File: src/rtl/clk_rst_pkg.sv
// clk_rst_pkg: shared definitions for the PLL reset sequencer and its
// downstream reset consumers.
//   - seq_state_e : 2-bit sequencer state encoding
//   - DEF_*       : default sequencing parameters (50 MHz reference)
//   - max3        : helper used to size the shared sequencing counter
package clk_rst_pkg;

    typedef enum logic [1:0] {
        ST_PLL_RST   = 2'd0,
        ST_WAIT_LOCK = 2'd1,
        ST_STABLE    = 2'd2,
        ST_RUN       = 2'd3
    } seq_state_e;

    localparam int DEF_PLL_RST_CYC     = 5;      // 100 ns at 50 MHz
    localparam int DEF_LOCK_STABLE_CYC = 1024;
    localparam int DEF_RELOCK_TIMEOUT  = 65536;

    function automatic int max3(input int a, input int b, input int c);
        int m;
        m = (a > b) ? a : b;
        return (m > c) ? m : c;
    endfunction

endpackage

File: src/rtl/sync_bit.sv
// sync_bit: multi-flop synchronizer for a single level signal.
//   clk   : destination clock
//   rst_n : asynchronous active-low reset, clears every stage to 0
//   d     : asynchronous input level
//   q     : synchronized level, STAGES edges behind d
// STAGES must be at least 2.
module sync_bit #(
    parameter int STAGES = 2
) (
    input  logic clk,
    input  logic rst_n,
    input  logic d,
    output logic q
);

    logic [STAGES-1:0] sync_pipe;

    always_ff @(posedge clk or negedge rst_n) begin
        if (!rst_n) sync_pipe <= '0;
        else        sync_pipe <= {sync_pipe[STAGES-2:0], d};
    end

    assign q = sync_pipe[STAGES-1];

endmodule

File: src/rtl/pll_rst_seq.sv
// pll_rst_seq: reset sequencer in front of the board PLL.
// Pulses the PLL reset, qualifies the lock indication for LOCK_STABLE_CYC
// cycles, then releases the system reset. Re-runs the sequence on lock loss,
// lock timeout or a software request.
//   clk        : board reference clock (also the PLL refclk)
//   rst_n      : asynchronous active-low reset for the whole block
//   pll_locked : PLL lock indication, asynchronous to clk
//   sw_rst     : single-cycle restart request, synchronous to clk
//   pll_rst    : active-high PLL reset (registered)
//   sys_rst_n  : active-low system reset for downstream domains (registered)
//   seq_state  : current sequencer state
//   lock_err   : sticky lock-timeout flag, cleared only by rst_n
//   relock_cnt : saturating count of lock losses seen in RUN
module pll_rst_seq
    import clk_rst_pkg::*;
#(
    parameter int PLL_RST_CYC     = DEF_PLL_RST_CYC,
    parameter int LOCK_STABLE_CYC = DEF_LOCK_STABLE_CYC,
    parameter int RELOCK_TIMEOUT  = DEF_RELOCK_TIMEOUT
) (
    input  logic       clk,
    input  logic       rst_n,
    input  logic       pll_locked,
    input  logic       sw_rst,
    output logic       pll_rst,
    output logic       sys_rst_n,
    output logic [1:0] seq_state,
    output logic       lock_err,
    output logic [7:0] relock_cnt
);

    localparam int CNT_MAX = max3(PLL_RST_CYC, LOCK_STABLE_CYC, RELOCK_TIMEOUT);
    localparam int CNT_W   = (CNT_MAX > 1) ? $clog2(CNT_MAX) : 1;

    localparam logic [CNT_W-1:0] RST_LAST    = CNT_W'(PLL_RST_CYC - 1);
    localparam logic [CNT_W-1:0] STABLE_LAST = CNT_W'(LOCK_STABLE_CYC - 1);
    localparam logic [CNT_W-1:0] TMO_LAST    = CNT_W'(RELOCK_TIMEOUT - 1);

    seq_state_e       state, state_nxt;
    logic [CNT_W-1:0] cnt, cnt_nxt;
    logic             lock_s;
    logic             timeout_hit;
    logic             lock_loss;
    logic             pll_rst_nxt, sys_rst_n_nxt;

    // Only consumer of pll_locked.
    sync_bit #(.STAGES(2)) u_lock_sync (
        .clk   (clk),
        .rst_n (rst_n),
        .d     (pll_locked),
        .q     (lock_s)
    );

    // State register and shared counter
    always_ff @(posedge clk or negedge rst_n) begin
        if (!rst_n) begin
            state <= ST_PLL_RST;
            cnt   <= '0;
        end else begin
            state <= state_nxt;
            cnt   <= cnt_nxt;
        end
    end

    // Next-state logic; sw_rst overrides everything at the end.
    always_comb begin
        state_nxt   = state;
        cnt_nxt     = cnt + CNT_W'(1);
        timeout_hit = 1'b0;
        case (state)
            ST_PLL_RST: begin
                if (cnt == RST_LAST) begin
                    state_nxt = ST_WAIT_LOCK;
                    cnt_nxt   = '0;
                end
            end
            ST_WAIT_LOCK: begin
                // Lock arriving on the timeout cycle wins over the re-pulse.
                if (lock_s) begin
                    state_nxt = ST_STABLE;
                    cnt_nxt   = '0;
                end else if (cnt == TMO_LAST) begin
                    timeout_hit = 1'b1;
                    state_nxt   = ST_PLL_RST;
                    cnt_nxt     = '0;
                end
            end
            ST_STABLE: begin
                if (!lock_s) begin
                    state_nxt = ST_WAIT_LOCK;
                    cnt_nxt   = '0;
                end else if (cnt == STABLE_LAST) begin
                    state_nxt = ST_RUN;
                    cnt_nxt   = '0;
                end
            end
            ST_RUN: begin
                cnt_nxt = '0;   // counter idle in RUN
                if (!lock_s) state_nxt = ST_PLL_RST;
            end
            default: begin
                state_nxt = ST_PLL_RST;
                cnt_nxt   = '0;
            end
        endcase
        if (sw_rst) begin
            state_nxt   = ST_PLL_RST;
            cnt_nxt     = '0;
            timeout_hit = 1'b0;
        end
    end

    // A lock loss in RUN is counted even when sw_rst arrives on the same edge.
    assign lock_loss = (state == ST_RUN) && !lock_s;

    // Output decode from the next state so the outputs move with the state.
    always_comb begin
        pll_rst_nxt   = (state_nxt == ST_PLL_RST);
        sys_rst_n_nxt = (state_nxt == ST_RUN);
    end

    always_ff @(posedge clk or negedge rst_n) begin
        if (!rst_n) begin
            pll_rst   <= 1'b1;
            sys_rst_n <= 1'b0;
        end else begin
            pll_rst   <= pll_rst_nxt;
            sys_rst_n <= sys_rst_n_nxt;
        end
    end

    // Status registers
    always_ff @(posedge clk or negedge rst_n) begin
        if (!rst_n) begin
            lock_err   <= 1'b0;
            relock_cnt <= '0;
        end else begin
            if (timeout_hit) lock_err <= 1'b1;
            if (lock_loss && (relock_cnt != 8'hFF)) relock_cnt <= relock_cnt + 8'd1;
        end
    end

    assign seq_state = state;

endmodule

File: config.mk
export PLATFORM = sky130hd
export DESIGN_NAME = pll_rst_seq
export DESIGN_NICKNAME = d
export VERILOG_FILES = /design/src/rtl/clk_rst_pkg.sv /design/src/rtl/sync_bit.sv /design/src/rtl/pll_rst_seq.sv
export SDC_FILE = /design/constraint.sdc
export NUM_CORES = 1
export LEC_CHECK = 0
export CAP_MARGIN = 30
export CORE_ASPECT_RATIO = 1.5
export CORE_MARGIN = 3
export CORE_UTILIZATION = 60
export DETAILED_ROUTE_END_ITERATION = 12
export PLACE_DENSITY_LB_ADDON = 0.1
export SETUP_SLACK_MARGIN = 0.5
export SYNTH_ARGS = -nofsm -noshare
export SYNTH_HDL_FRONTEND = slang
export SYNTH_HIERARCHICAL = 1
export SYNTH_SLANG_ARGS = --single-unit
File: constraint.sdc
create_clock -name clk -period 2.68 [get_ports clk]
set_input_delay 0.804 -clock clk [delete_from_list [all_inputs] [get_ports clk]]
set_output_delay 0.804 -clock clk [all_outputs]
set_load 0.01 [all_outputs]
* Word-level counts from Yosys, hierarchy flattened
Cells that the tools add are included.
** Word-level totals
- Register bits :: 31
- Output and inout port bits :: 13
- Word-level logic and storage cells :: 41
** Operators by class
- Muxes and demuxes :: 19
- Reduce and logical (&&, ||, !) cells :: 5
- Add/sub/neg operators :: 2
- Equality and inequality tests :: 8
** Operator list (count)
- 16-bit two-way mux :: 6
- 16-bit case mux with 4 select lines :: 1
- 16-bit by 1-bit adder with 16-bit output (second input constant) :: 1
- 16-bit by 10-bit == test with 1-bit output (second input constant) :: 1
- 16-bit == test (second input constant) :: 1
- 16-bit by 3-bit == test with 1-bit output (second input constant) :: 1
- 2-bit two-way mux :: 7
- 8-bit by 1-bit adder with 8-bit output (second input constant) :: 1
- 8-bit != test (second input constant) :: 1
- 2-bit case mux with 4 select lines :: 1
- 2-bit == test (second input constant) :: 3
- 2-bit logical NOT :: 2
- 1-bit two-way mux :: 4
- 2-bit by 1-bit == test with 1-bit output (second input constant) :: 1
- 1-bit logical AND :: 2
- 1-bit logical NOT :: 1

* Depth between registers and ports, before layout
Gate-level depths: netlist of run 1.
- Depth in word-level cells :: 6
- Gate-level depth with buffers :: 7
- Mapped depth without buffers :: 5

* Cells and area by module
The synthesis of run 1 kept the hierarchy.
** By module, submodules not included
- pll_rst_seq :: cells each 146, times used 1, area each 1639.1 um^2
- sync_bit :: cells each 2, times used 1, area each 50.0 um^2

* Worst setup path after synthesis of run 1
OpenSTA, ideal clock, no wires.
- Path type :: register to register
- Start :: register cnt[0]
- End :: register cnt[10]
- Arrival :: 1734 ps
- Data required time :: 2584 ps
- Cell stages (with the launch flop) :: 8
- Period minus slack after synthesis :: 1830 ps
- Buffers on the path :: 2
- Setup slack :: 850 ps
- Cells stage by stage :: dfrtp_1 -> ha_1 -> and4_1 -> buf_6 -> and3_4 -> a31o_4 -> buf_6 -> a311oi_2
** On the way
- Cells in the longest elaborated chain, start to end :: 5
** RTL lines
- from (decl) :: line pll_rst_seq.sv:40 : logic [CNT_W-1:0] cnt, cnt_nxt;
- from (signal assigned) :: line pll_rst_seq.sv:61 : cnt <= cnt_nxt;
- 16-bit by 1-bit adder with 16-bit output (tied with other cells) :: line pll_rst_seq.sv:68 : cnt_nxt = cnt + CNT_W'(1);
- 16-bit two-way mux, on equally long branches :: line pll_rst_seq.sv:92, pll_rst_seq.sv:82
- 16-bit two-way mux, on equally long branches :: line pll_rst_seq.sv:89, pll_rst_seq.sv:79
- 16-bit case mux with 4 select lines * :: line pll_rst_seq.sv:70 : case (state)
- 16-bit two-way mux * :: line pll_rst_seq.sv:106 : if (sw_rst) begin
- via cnt_nxt[10] :: line pll_rst_seq.sv:40
The timed path passes the listed nets; every way through them passes the cells marked *.
A chain may end at the register's enable or synchronous reset.

* Worst setup path after layout of run 1
- Start :: register state[1], in the netlist seq_state[1]
- End :: output port seq_state[1]
** RTL lines
- from (decl) :: line pll_rst_seq.sv:39 : seq_state_e state, state_nxt;
- from (signal assigned) :: line pll_rst_seq.sv:60 : state <= state_nxt;
- to (decl) :: line pll_rst_seq.sv:27 : output logic [1:0] seq_state,
No word-level cell between the ends.

==> results of run 1 <==
==> layout by cell type (no fill, tap or decap), drive strengths merged, types with 2 or more instances in the layout <==
cell	Yosys	final
ha	3	3
nand2	9	9
xnor2	10	10
xor2	11	11
clkdlybuf4s50	0	15
a21oi	2	2
nor4	5	5
inv	6	6
and4	5	5
nor3b	2	2
nor2	8	8
nand4	7	7
buf	5	5
clkbuf	2	6
nand3	6	6
dfrtp	30	30
a311oi	16	16
nor3	3	3
o211ai	2	2
and2	2	2
==> cell families after synthesis <==
family / count (synthesis) / synth area share (%)
AND/OR/NAND/NOR: 52 / 17.8
flip-flops: 31 / 46.0
AO/OA/AOI/OAI: 27 / 18.0
XOR/XNOR: 21 / 10.9
buffers and inverters: 13 / 4.44
adder cells (fa/ha/maj): 3 / 2.22
multiplexers: 1 / 0.667
==> flip-flops by register name, indices dropped and copies added, names as in the netlist <==
signal	cells
seq_state	2
lock_err	1
sys_rst_n	1
relock_cnt	8
cnt	16
u_lock_sync/sync_pipe	2
pll_rst	1
==> power by group <==
group	leakage, nW	switching (mW)	internal [mW]
clock	0.0482	0.169	0.220
combinational	0.326	0.118	0.0672
sequential	0.418	0.0266	0.493
==> through the flow <==
stage	std cells	setup slack, ns	power (mW)	cell area [um^2]
after global placement	195	0.790	0.705	1860
after global routing	206	0.494	1.16	1970
after floorplan	148	0.850	0.659	1690
after CTS	203	0.515	1.09	1940
final	206	0.542	1.09	1970
after detailed placement	195	0.722	0.711	1860
==> timing repair <==
action	in CTS	in global routing
setup buffers	0	3
hold buffers	0	0
gates resized for setup	3	1
pin swaps	0	0
setup endpoints to repair	3	4
cloned	0	0
==> layout make-up <==
| type | instances | area [um^2] | share of cell area (%) |
|---|---|---|---|
| clock buffers | 6 | 51.3 | 2.61 |
| clock inverters | 2 | 35.0 | 1.78 |
| inverters | 6 | 22.5 | 1.14 |
| multi-input cells | 104 | 837 | 42.5 |
| flip-flops and latches | 31 | 781 | 39.7 |
| well taps | 36 | 45.0 | 2.29 |
| repair buffers | 21 | 196 | 9.98 |
==> path summary, 6_finish.rpt <==
kind / startpoint / to / cells after the start
max: seq_state[1]$_DFF_PN0_ / seq_state[1] / 1
min: u_lock_sync/sync_pipe[0]$_DFF_PN0_ / u_lock_sync/sync_pipe[1]$_DFF_PN0_ / 0
max reg2reg: cnt[10]$_DFF_PN0_ / cnt[15]$_DFF_PN0_ / 4
min reg2reg: u_lock_sync/sync_pipe[0]$_DFF_PN0_ / u_lock_sync/sync_pipe[1]$_DFF_PN0_ / 0
max in group asynchronous: rst_n / pll_rst$_DFF_PN1_ / 2
min in group asynchronous: rst_n / seq_state[1]$_DFF_PN0_ / 2
==> routing by layer <==
layer,vias to the layer above,part of all wire (%),track usage [%]
met2,25,55,39.4
met5,-,0,0
met3,9,3.7,5.89
li1,600,-,-
met1,632,39,22.6
met4,0,2.7,11.7
==> flow_metrics.env, run 1 <==
export IMPL_synth_avg_cell_area_um2=11.4
export IMPL_initial_core_util_pct=66.0
export IMPL_die_y_um=71.0
export IMPL_htree_num_levels=2
export IMPL_place_congestion=0.840
export IMPL_synth_most_common_cell="dfrtp_1"
export IMPL_coreArea_um2=2560
export IMPL_cts_tree="yes"
export IMPL_antenna_found_initial=0
export IMPL_path_clk_slew_ns=0.11
export IMPL_max_stage_delay_ns=0.55
export IMPL_drt_iter0_drc=37
export IMPL_final_hold_viol_count=0
export IMPL_grt_ovfl_total=0
export IMPL_outcome="completed"
export IMPL_fmax_mhz=468
export IMPL_ios=17
export IMPL_start_kind="register"
export IMPL_utilization_pct=76.9
export IMPL_cts_root_buf="clkbuf_4"
export IMPL_ant_nets=0
export IMPL_cts_buffers=5
export IMPL_async_flop_share_pct=100
export IMPL_first_pass_iters=4
export IMPL_synth_edf_count=0
export IMPL_fp_dieW_um=49.3
export IMPL_fill_cells=191
export IMPL_hpwl_um=2250
export IMPL_nets=176
export IMPL_peakVddDrop_mv=0.611
export IMPL_required_ns=1.88
export IMPL_dieArea_um2=3500
export IMPL_min_path_type="reg -> reg"
export IMPL_synth_area_leader_cell="dfrtp_1"
export IMPL_power_density_nw_per_um2=556
export IMPL_insertion_delay_ns=0.36
export IMPL_ff2ff_setup_slack_ns=0.69
export IMPL_syn2layout_area_growth_pct=16.5
export IMPL_rsz0062_at_grt="false"
export IMPL_vias=1266
export IMPL_crit_buf_inv=1
export IMPL_crit_fanout=5
export IMPL_cp_slowest_cell="clkdlybuf4s50_1"
export IMPL_fin_setup_tns_ns=0
export IMPL_leakagePower_nw=0.791
export IMPL_crit_path_end_kind="output pin"
export IMPL_ys_ff_latch=31
export IMPL_route_detailed_drc=0
export IMPL_synth_fp_nets=155
export IMPL_worst_slew_pin_slew_ns=0.603
export IMPL_drv_cap=0
export IMPL_setup_viol=0
export IMPL_synth_top_area_share_pct=44.4
export IMPL_ys_seq_area_share_pct=46.0
export IMPL_fin_crit_ns=2.14
export IMPL_synth_cell_types=37
export IMPL_routedWlPerCell_um=16.4
export IMPL_ys_top_cells_by_area="dfrtp_1, a311oi_2, xor2_1"
export IMPL_netlist_area_um2=1690
export IMPL_cp_arrival_ns=1.33
export IMPL_yosys_warnings=6
export IMPL_syn_inst=148
export IMPL_crit_chain="clkdlybuf4s50_1"
export IMPL_grt_max_degree=32
export IMPL_slew_headroom_pct=59.6
export IMPL_grt_use_total_pct=21.9
export IMPL_drive_gt1_share_pct=18.8
export IMPL_cts_num_sinks=31
export IMPL_rows=22
export IMPL_finalCritPeriodShare_pct=79.8
export IMPL_totalWireLength_um=3380
export IMPL_clockBufferDepth=2
export IMPL_antenna_cells=0
export IMPL_cpLargestDelayFamily="buffers and inverters"
export IMPL_whs_ns=0.370
export IMPL_via_per_inst=6.15
export IMPL_slew_violations=0
export IMPL_finClkSkew_ns=0.0221
export IMPL_synth_flop_cell="dfrtp_1"
export IMPL_yosys_top_cells_count="dfrtp_1, xor2_1, a311oi_2, xnor2_1"
export IMPL_grt_pass1_vias=1258
export IMPL_grt_pass1_wl_um=5780
export IMPL_crit_type="reg -> out"
export IMPL_port_buffers=16
No activity file was read; power rests on OpenSTA's default activity.
==> run 2: changes to the inputs <==
--- a/config.mk
+++ b/config.mk
@@ -8,7 +8,7 @@
 export CAP_MARGIN = 30
 export CORE_ASPECT_RATIO = 1.5
 export CORE_MARGIN = 3
-export CORE_UTILIZATION = 60
+export CORE_UTILIZATION = 56
 export DETAILED_ROUTE_END_ITERATION = 12
 export PLACE_DENSITY_LB_ADDON = 0.1
 export SETUP_SLACK_MARGIN = 0.5
==> constraint.sdc (replaced) <==
create_clock -name clk -period 2.1 [get_ports clk]
set_input_delay 0.63 -clock clk [delete_from_list [all_inputs] [get_ports clk]]
set_output_delay 0.63 -clock clk [all_outputs]
set_load 0.01 [all_outputs]
==> run 2 against run 1 <==
Worst hold slack worse by 0.014 ns. Clock skew decreased by 0.017 ns. Cell count increased by 14%. Worst setup slack lost 0.070 ns. Clock-buffer cell count increased by 2. Via count up 17%. Critical path depth rose by 6. Largest cell class unchanged. Flip-flop and latch count is the same.
==> flow_metrics.env, run 2 (synthesis gave the netlist of run 1 again) <==
export IMPL_rsz0062_at_grt="true"
export IMPL_cts_tree="yes"
export IMPL_cts_root_buf="clkbuf_8"
export IMPL_fp_dieW_um=50.8
export IMPL_top_register="cnt"
export IMPL_port_buffers=16
export IMPL_mostFrequentLayoutCell="buf_4"
export IMPL_cts_buffers=5
export IMPL_slew_headroom_pct=73.3
export IMPL_drv_cap=0
export IMPL_via_per_inst=6.31
export IMPL_mostFrequentLayoutCells="buf_4, dfrtp_1, a311oi_2"
export IMPL_top_regs="cnt x16, relock_cnt x8"
export IMPL_largest_register_ffs=16
export IMPL_finalCritPeriodShare_pct=77.5
export IMPL_clockBufferDepth=2
export IMPL_rows=23
export IMPL_whs_ns=0.355
export IMPL_insertion_delay_ns=0.29
export IMPL_crit_buf_inv=2
export IMPL_dpl_cell_area_um2=1890
export IMPL_drt_iter0_drc=50
export IMPL_outcome="completed"
export IMPL_start_kind="register"
export IMPL_leakagePower_nw=0.969
export IMPL_hp_start="u_lock_sync/sync_pipe[0]$_DFF_PN0_"
export IMPL_reg2reg_depth=7
export IMPL_routedWlPerCell_um=19.4
export IMPL_max_stage_delay_ns=0.39
export IMPL_cp_startpoint="relock_cnt[0]$_DFFE_PN0P_"
export IMPL_worst_slew_pin_slew_ns=0.400
export IMPL_htree_num_levels=2
export IMPL_ff2ff_setup_slack_ns=0.47
export IMPL_route_detailed_drc=0
export IMPL_min_path_type="reg -> reg"
export IMPL_peakVddDrop_mv=0.557
export IMPL_coreArea_um2=2790
export IMPL_ios=17
export IMPL_fmax_mhz=614
export IMPL_fin_crit_ns=1.63
export IMPL_die_y_um=73.3
export IMPL_reg2reg_from="relock_cnt[0]$_DFFE_PN0P_"
export IMPL_place_congestion=0.857
export IMPL_r2r_end="relock_cnt[2]$_DFFE_PN0P_"
export IMPL_totalWireLength_um=4560
export IMPL_drive_gt1_share_pct=37.9
export IMPL_crit_type="reg -> reg"
export IMPL_crit_path_end_kind="register"
export IMPL_grt_pass1_vias=1547
export IMPL_power_density_nw_per_um2=663
export IMPL_nets=204
export IMPL_fin_setup_tns_ns=0
export IMPL_dieArea_um2=3720
export IMPL_setup_viol=0
export IMPL_slew_violations=0
export IMPL_path_clk_slew_ns=0.07
export IMPL_final_hold_viol_count=0
export IMPL_ant_nets=0
export IMPL_grt_pass1_wl_um=7180
export IMPL_cp_num_cells=7
export IMPL_crit_fanout=4
export IMPL_grt_ovfl_total=0
export IMPL_initial_core_util_pct=60.5
export IMPL_cp_slowest_cell="dfrtp_1"
export IMPL_first_pass_iters=4
export IMPL_cp_arrival_ns=1.80
export IMPL_syn2layout_area_growth_pct=34.4
export IMPL_vias=1484
export IMPL_final_cell_area_um2=2270
export IMPL_required_ns=2.27
export IMPL_antenna_found_initial=0
export IMPL_finClkSkew_ns=0.00561
export IMPL_endpoint="relock_cnt[2]$_DFFE_PN0P_"
export IMPL_grt_max_degree=32
export IMPL_grt_use_total_pct=26.7
export IMPL_cts_num_sinks=31
export IMPL_crit_chain="buf_6, ha_4, nand3_2, o211ai_1, buf_4, nor2_1, xor2_1"
export IMPL_cpLargestDelayFamily="flip-flops"
export IMPL_hpwl_um=2490
export IMPL_antenna_cells=0
run 2: cell types whose count changed in the layout (fill, tap and decap cells not counted), sizes merged:
cell,change
dlygate4sd2,+2
a31o,+1
clkinv,-1
clkdlybuf4s15,+6
bufinv,-1
buf,+27
clkbuf,+5
nand2,+1
clkdlybuf4s50,-12
run 2: report_power, final:
part           leakage [nW]  switching [mW]  internal, mW
Clock                0.0515           0.220         0.299
Combinational         0.504           0.193         0.140
Sequential            0.414          0.0248         0.630
run 2: how the worst min path moves through the flow:
| stage | cells after the start | endpoint |
|---|---|---|
| global placement | 0 | u_lock_sync/sync_pipe[1]$_DFF_PN0_ |
| global route | 0 | u_lock_sync/sync_pipe[1]$_DFF_PN0_ |
| CTS | 0 | u_lock_sync/sync_pipe[1]$_DFF_PN0_ |
| finish | 0 | u_lock_sync/sync_pipe[1]$_DFF_PN0_ |
| floorplan | 0 | cnt[0]$_DFF_PN0_ |
| detailed placement | 0 | u_lock_sync/sync_pipe[1]$_DFF_PN0_ |
run 2: stage by stage:
stage          setup slack [ns]  std cells  utilization (%)  power, mW
3_5_place_dp              0.237        200             67.7      0.928
4_1_cts                   0.405        228             77.7       1.49
2_1_floorplan             0.356        148                -      0.844
6_report                  0.472        235             81.4       1.51
3_3_place_gp              0.354        200             67.7      0.916
5_1_grt                   0.371        235             81.4       1.58
run 2: cell type report:
type / count / area (um^2)
Clock buffer: 8 / 100
Multi-Input combinational cell: 106 / 928
Fill cell: 159 / 520
Tap cell: 37 / 46.3
Sequential cell: 31 / 783
Inverter: 6 / 22.5
Timing Repair Buffer: 47 / 390
run 2: routing by layer:
metal  vias up  part of all wire [%]  track usage (%)
li1        660                     -                -
met1       769                    37             27.2
met2        41                    56             47.5
met3        14                   3.4             6.69
met4         0                   3.0             17.7
met5         -                     0                0
run 2: repair_timing:
item	in CTS	in global routing
endpoints found under the setup margin	35	34
pin swaps	12	3
cloned	2	0
gates resized for setup	30	22
hold buffers	0	0
setup buffers	18	7
run 2: worst register-to-register path, cell delays in order (launching register included):
cell and delay, ns:
dfrtp_1 0.39, buf_6 0.12, ha_4 0.15, nand3_2 0.10, o211ai_1 0.34, buf_4 0.22, nor2_1 0.06, xor2_1 0.14
==> run 3: changes to the inputs <==
--- a/config.mk
+++ b/config.mk
@@ -8,7 +8,7 @@
 export CAP_MARGIN = 30
 export CORE_ASPECT_RATIO = 1.5
 export CORE_MARGIN = 3
-export CORE_UTILIZATION = 56
+export CORE_UTILIZATION = 50
 export DETAILED_ROUTE_END_ITERATION = 12
 export PLACE_DENSITY_LB_ADDON = 0.1
 export SETUP_SLACK_MARGIN = 0.5
==> constraint.sdc (replaced) <==
create_clock -name clk -period 1.4 [get_ports clk]
set_input_delay 0.42 -clock clk [delete_from_list [all_inputs] [get_ports clk]]
set_output_delay 0.42 -clock clk [all_outputs]
set_load 0.01 [all_outputs]
==> run 3 against run 2 <==
The run now ends with negative setup slack left. Clock power grew 43%. Sequential share of layout area shrank 4.7 points. Flip-flop and latch count is the same. Die area grew 11%. Non-clock buffer count grew 29. Register-to-register slack lost 0.66 ns. Via count grew 4.5%. Design area grew 15%. Core utilization grew 0.61 points. Clock skew shrank 0.00097 ns.
==> flow_metrics.env, run 3 (synthesis gave the netlist of run 1 again) <==
export IMPL_worst_slew_pin_slew_ns=0.342
export IMPL_htree_num_levels=2
export IMPL_cp_slowest_cell="dfrtp_1"
export IMPL_coreArea_um2=3190
export IMPL_required_ns=1.55
export IMPL_outcome="finished with violations"
export IMPL_mostFrequentLayoutCell="buf_4"
export IMPL_nets=232
export IMPL_peakVddDrop_mv=0.721
export IMPL_cp_arrival_ns=1.74
export IMPL_cts_buffers=5
export IMPL_top_regs="cnt x16, relock_cnt x8"
export IMPL_clockBufferDepth=2
export IMPL_routedWlPerCell_um=18.3
export IMPL_port_buffers=16
export IMPL_cpLargestDelayFamily="simple AND/OR/NAND/NOR gates"
export IMPL_antenna_cells=0
export IMPL_crit_chain="nor4_1, nand2_1, o21ai_4, buf_12, a311oi_2"
export IMPL_finClkSkew_ns=0.00464
export IMPL_place_congestion=0.772
export IMPL_multi_input_area_um2=1030
export IMPL_dpl_cell_area_um2=2240
export IMPL_grt_pass1_wl_um=7770
export IMPL_cts_root_buf="clkbuf_8"
export IMPL_max_stage_delay_ns=0.45
export IMPL_ff2ff_setup_slack_ns=-0.19
export IMPL_r2r_end="cnt[3]$_DFF_PN0_"
export IMPL_vias=1551
export IMPL_dieArea_um2=4130
export IMPL_insertion_delay_ns=0.29
export IMPL_syn2layout_area_growth_pct=54.8
export IMPL_min_path_type="reg -> reg"
export IMPL_mostFrequentLayoutCells="buf_4, dfrtp_1, buf_6"
export IMPL_drv_cap=0
export IMPL_route_detailed_drc=0
export IMPL_reg2reg_from="cnt[3]$_DFF_PN0_"
export IMPL_fill_cells=179
export IMPL_grt_ovfl_total=0
export IMPL_die_y_um=77.2
export IMPL_setup_viol=22
export IMPL_initial_core_util_pct=52.9
export IMPL_ios=17
export IMPL_whs_ns=0.354
export IMPL_crit_path_end_kind="register"
export IMPL_crit_fanout=16
export IMPL_violations="negative setup slack"
export IMPL_grt_use_total_pct=25.7
export IMPL_final_hold_viol_count=0
export IMPL_power_density_nw_per_um2=904
export IMPL_rsz0062_at_grt="true"
export IMPL_drt_iter0_drc=51
export IMPL_drive_gt1_share_pct=55.3
export IMPL_first_pass_iters=4
export IMPL_via_per_inst=5.83
export IMPL_hold_depth=0
export IMPL_hp_start="u_lock_sync/sync_pipe[0]$_DFF_PN0_"
export IMPL_cts_tree="yes"
export IMPL_layout_setup_ws_ns=-0.191
export IMPL_seqCellArea_um2=779
export IMPL_ant_nets=0
export IMPL_reg2reg_depth=5
export IMPL_final_cell_area_um2=2620
export IMPL_antenna_found_initial=0
export IMPL_total_power_mw=2.36
export IMPL_slew_headroom_pct=77.1
export IMPL_finalCritPeriodShare_pct=114
export IMPL_largest_register_ffs=16
export IMPL_leakagePower_nw=1.19
export IMPL_utilization_pct=82.0
export IMPL_fin_crit_ns=1.59
export IMPL_cp_startpoint="cnt[3]$_DFF_PN0_"
export IMPL_totalWireLength_um=4860
export IMPL_hpwl_um=2950
export IMPL_fp_dieW_um=53.5
export IMPL_crit_buf_inv=1
export IMPL_fmax_mhz=629
export IMPL_cts_num_sinks=31
export IMPL_top_register="cnt"
export IMPL_rows=25
export IMPL_crit_type="reg -> reg"
export IMPL_slew_violations=0
export IMPL_path_clk_slew_ns=0.07
export IMPL_min_to="u_lock_sync/sync_pipe[1]$_DFF_PN0_"
export IMPL_grt_max_degree=21
export IMPL_start_kind="register"
export IMPL_grt_pass1_vias=1674
## run 3: cell count changes in the layout (fill, tap and decap cells not counted), moves of 3 or more
cell | before | now
buf_2 | 0 | 8
buf_4 | 27 | 48
buf_6 | 5 | 15
clkbuf_2 | 3 | 0
clkdlybuf4s15_1 | 6 | 0
dfrtp_1 | 25 | 28
dfrtp_2 | 5 | 2
nor2_1 | 8 | 5
nor2_4 | 0 | 3
## run 3: layout make-up
class                      instances  area share [%]
inverter                           6           0.861
timing repair buffer              76            24.4
tap                               40            1.91
multi-input combinational        105            39.5
clock inverter                     1           0.191
clock buffer                       7            3.30
sequential                        31            29.8
## run 3: through the flow
step                      setup slack (ns)  TNS [ns]  instances
after floorplan                     -0.343     -5.18        148
after global placement              -0.189     -3.37        243
after detailed placement            -0.298     -3.95        243
after CTS                           -0.141     -2.26        264
after global routing                -0.267     -4.91        266
final                               -0.191     -2.86        266
## run 3: worst reg2reg max path, stage by stage (launching register included)
cell and delay (ns):
dfrtp_1 0.45, nor4_1 0.34, nand2_1 0.15, o21ai_4 0.20
buf_12 0.19, a311oi_2 0.13
## run 3: layer usage
layer,GRT usage (%),up-vias,routed length [um]
met1,28.5,772,1820
met4,13.8,0,152
met2,43.5,42,2680
li1,-,720,-
met5,0,-,0
met3,5.44,17,204
## run 3: worst max-delay path by stage
stage | end | depth (start not counted) | slack (ns)
final | cnt[3]$_DFF_PN0_ | 5 | -0.19
after detailed placement | cnt[15]$_DFF_PN0_ | 5 | -0.30
after floorplan | cnt[4]$_DFF_PN0_ | 7 | -0.34
after CTS | cnt[9]$_DFF_PN0_ | 5 | -0.14
after global placement | cnt[3]$_DFF_PN0_ | 5 | -0.19
after global routing | cnt[1]$_DFF_PN0_ | 5 | -0.27
## run 3: power by group
part / leakage, nW / internal (mW) / switching, mW / total (mW)
Sequential: 0.419 / 0.945 / 0.0360 / 0.981
Clock: 0.0482 / 0.396 / 0.345 / 0.741
Combinational: 0.720 / 0.308 / 0.334 / 0.642
Total: 1.19 / 1.65 / 0.715 / 2.36
## run 3: repair_timing
action	4_1_cts	5_1_grt
setup endpoints to repair	42	42
gates cloned	1	0
pin swaps	18	10
gates resized for setup	93	7
buffers inserted	12	2
hold buffers	0	0
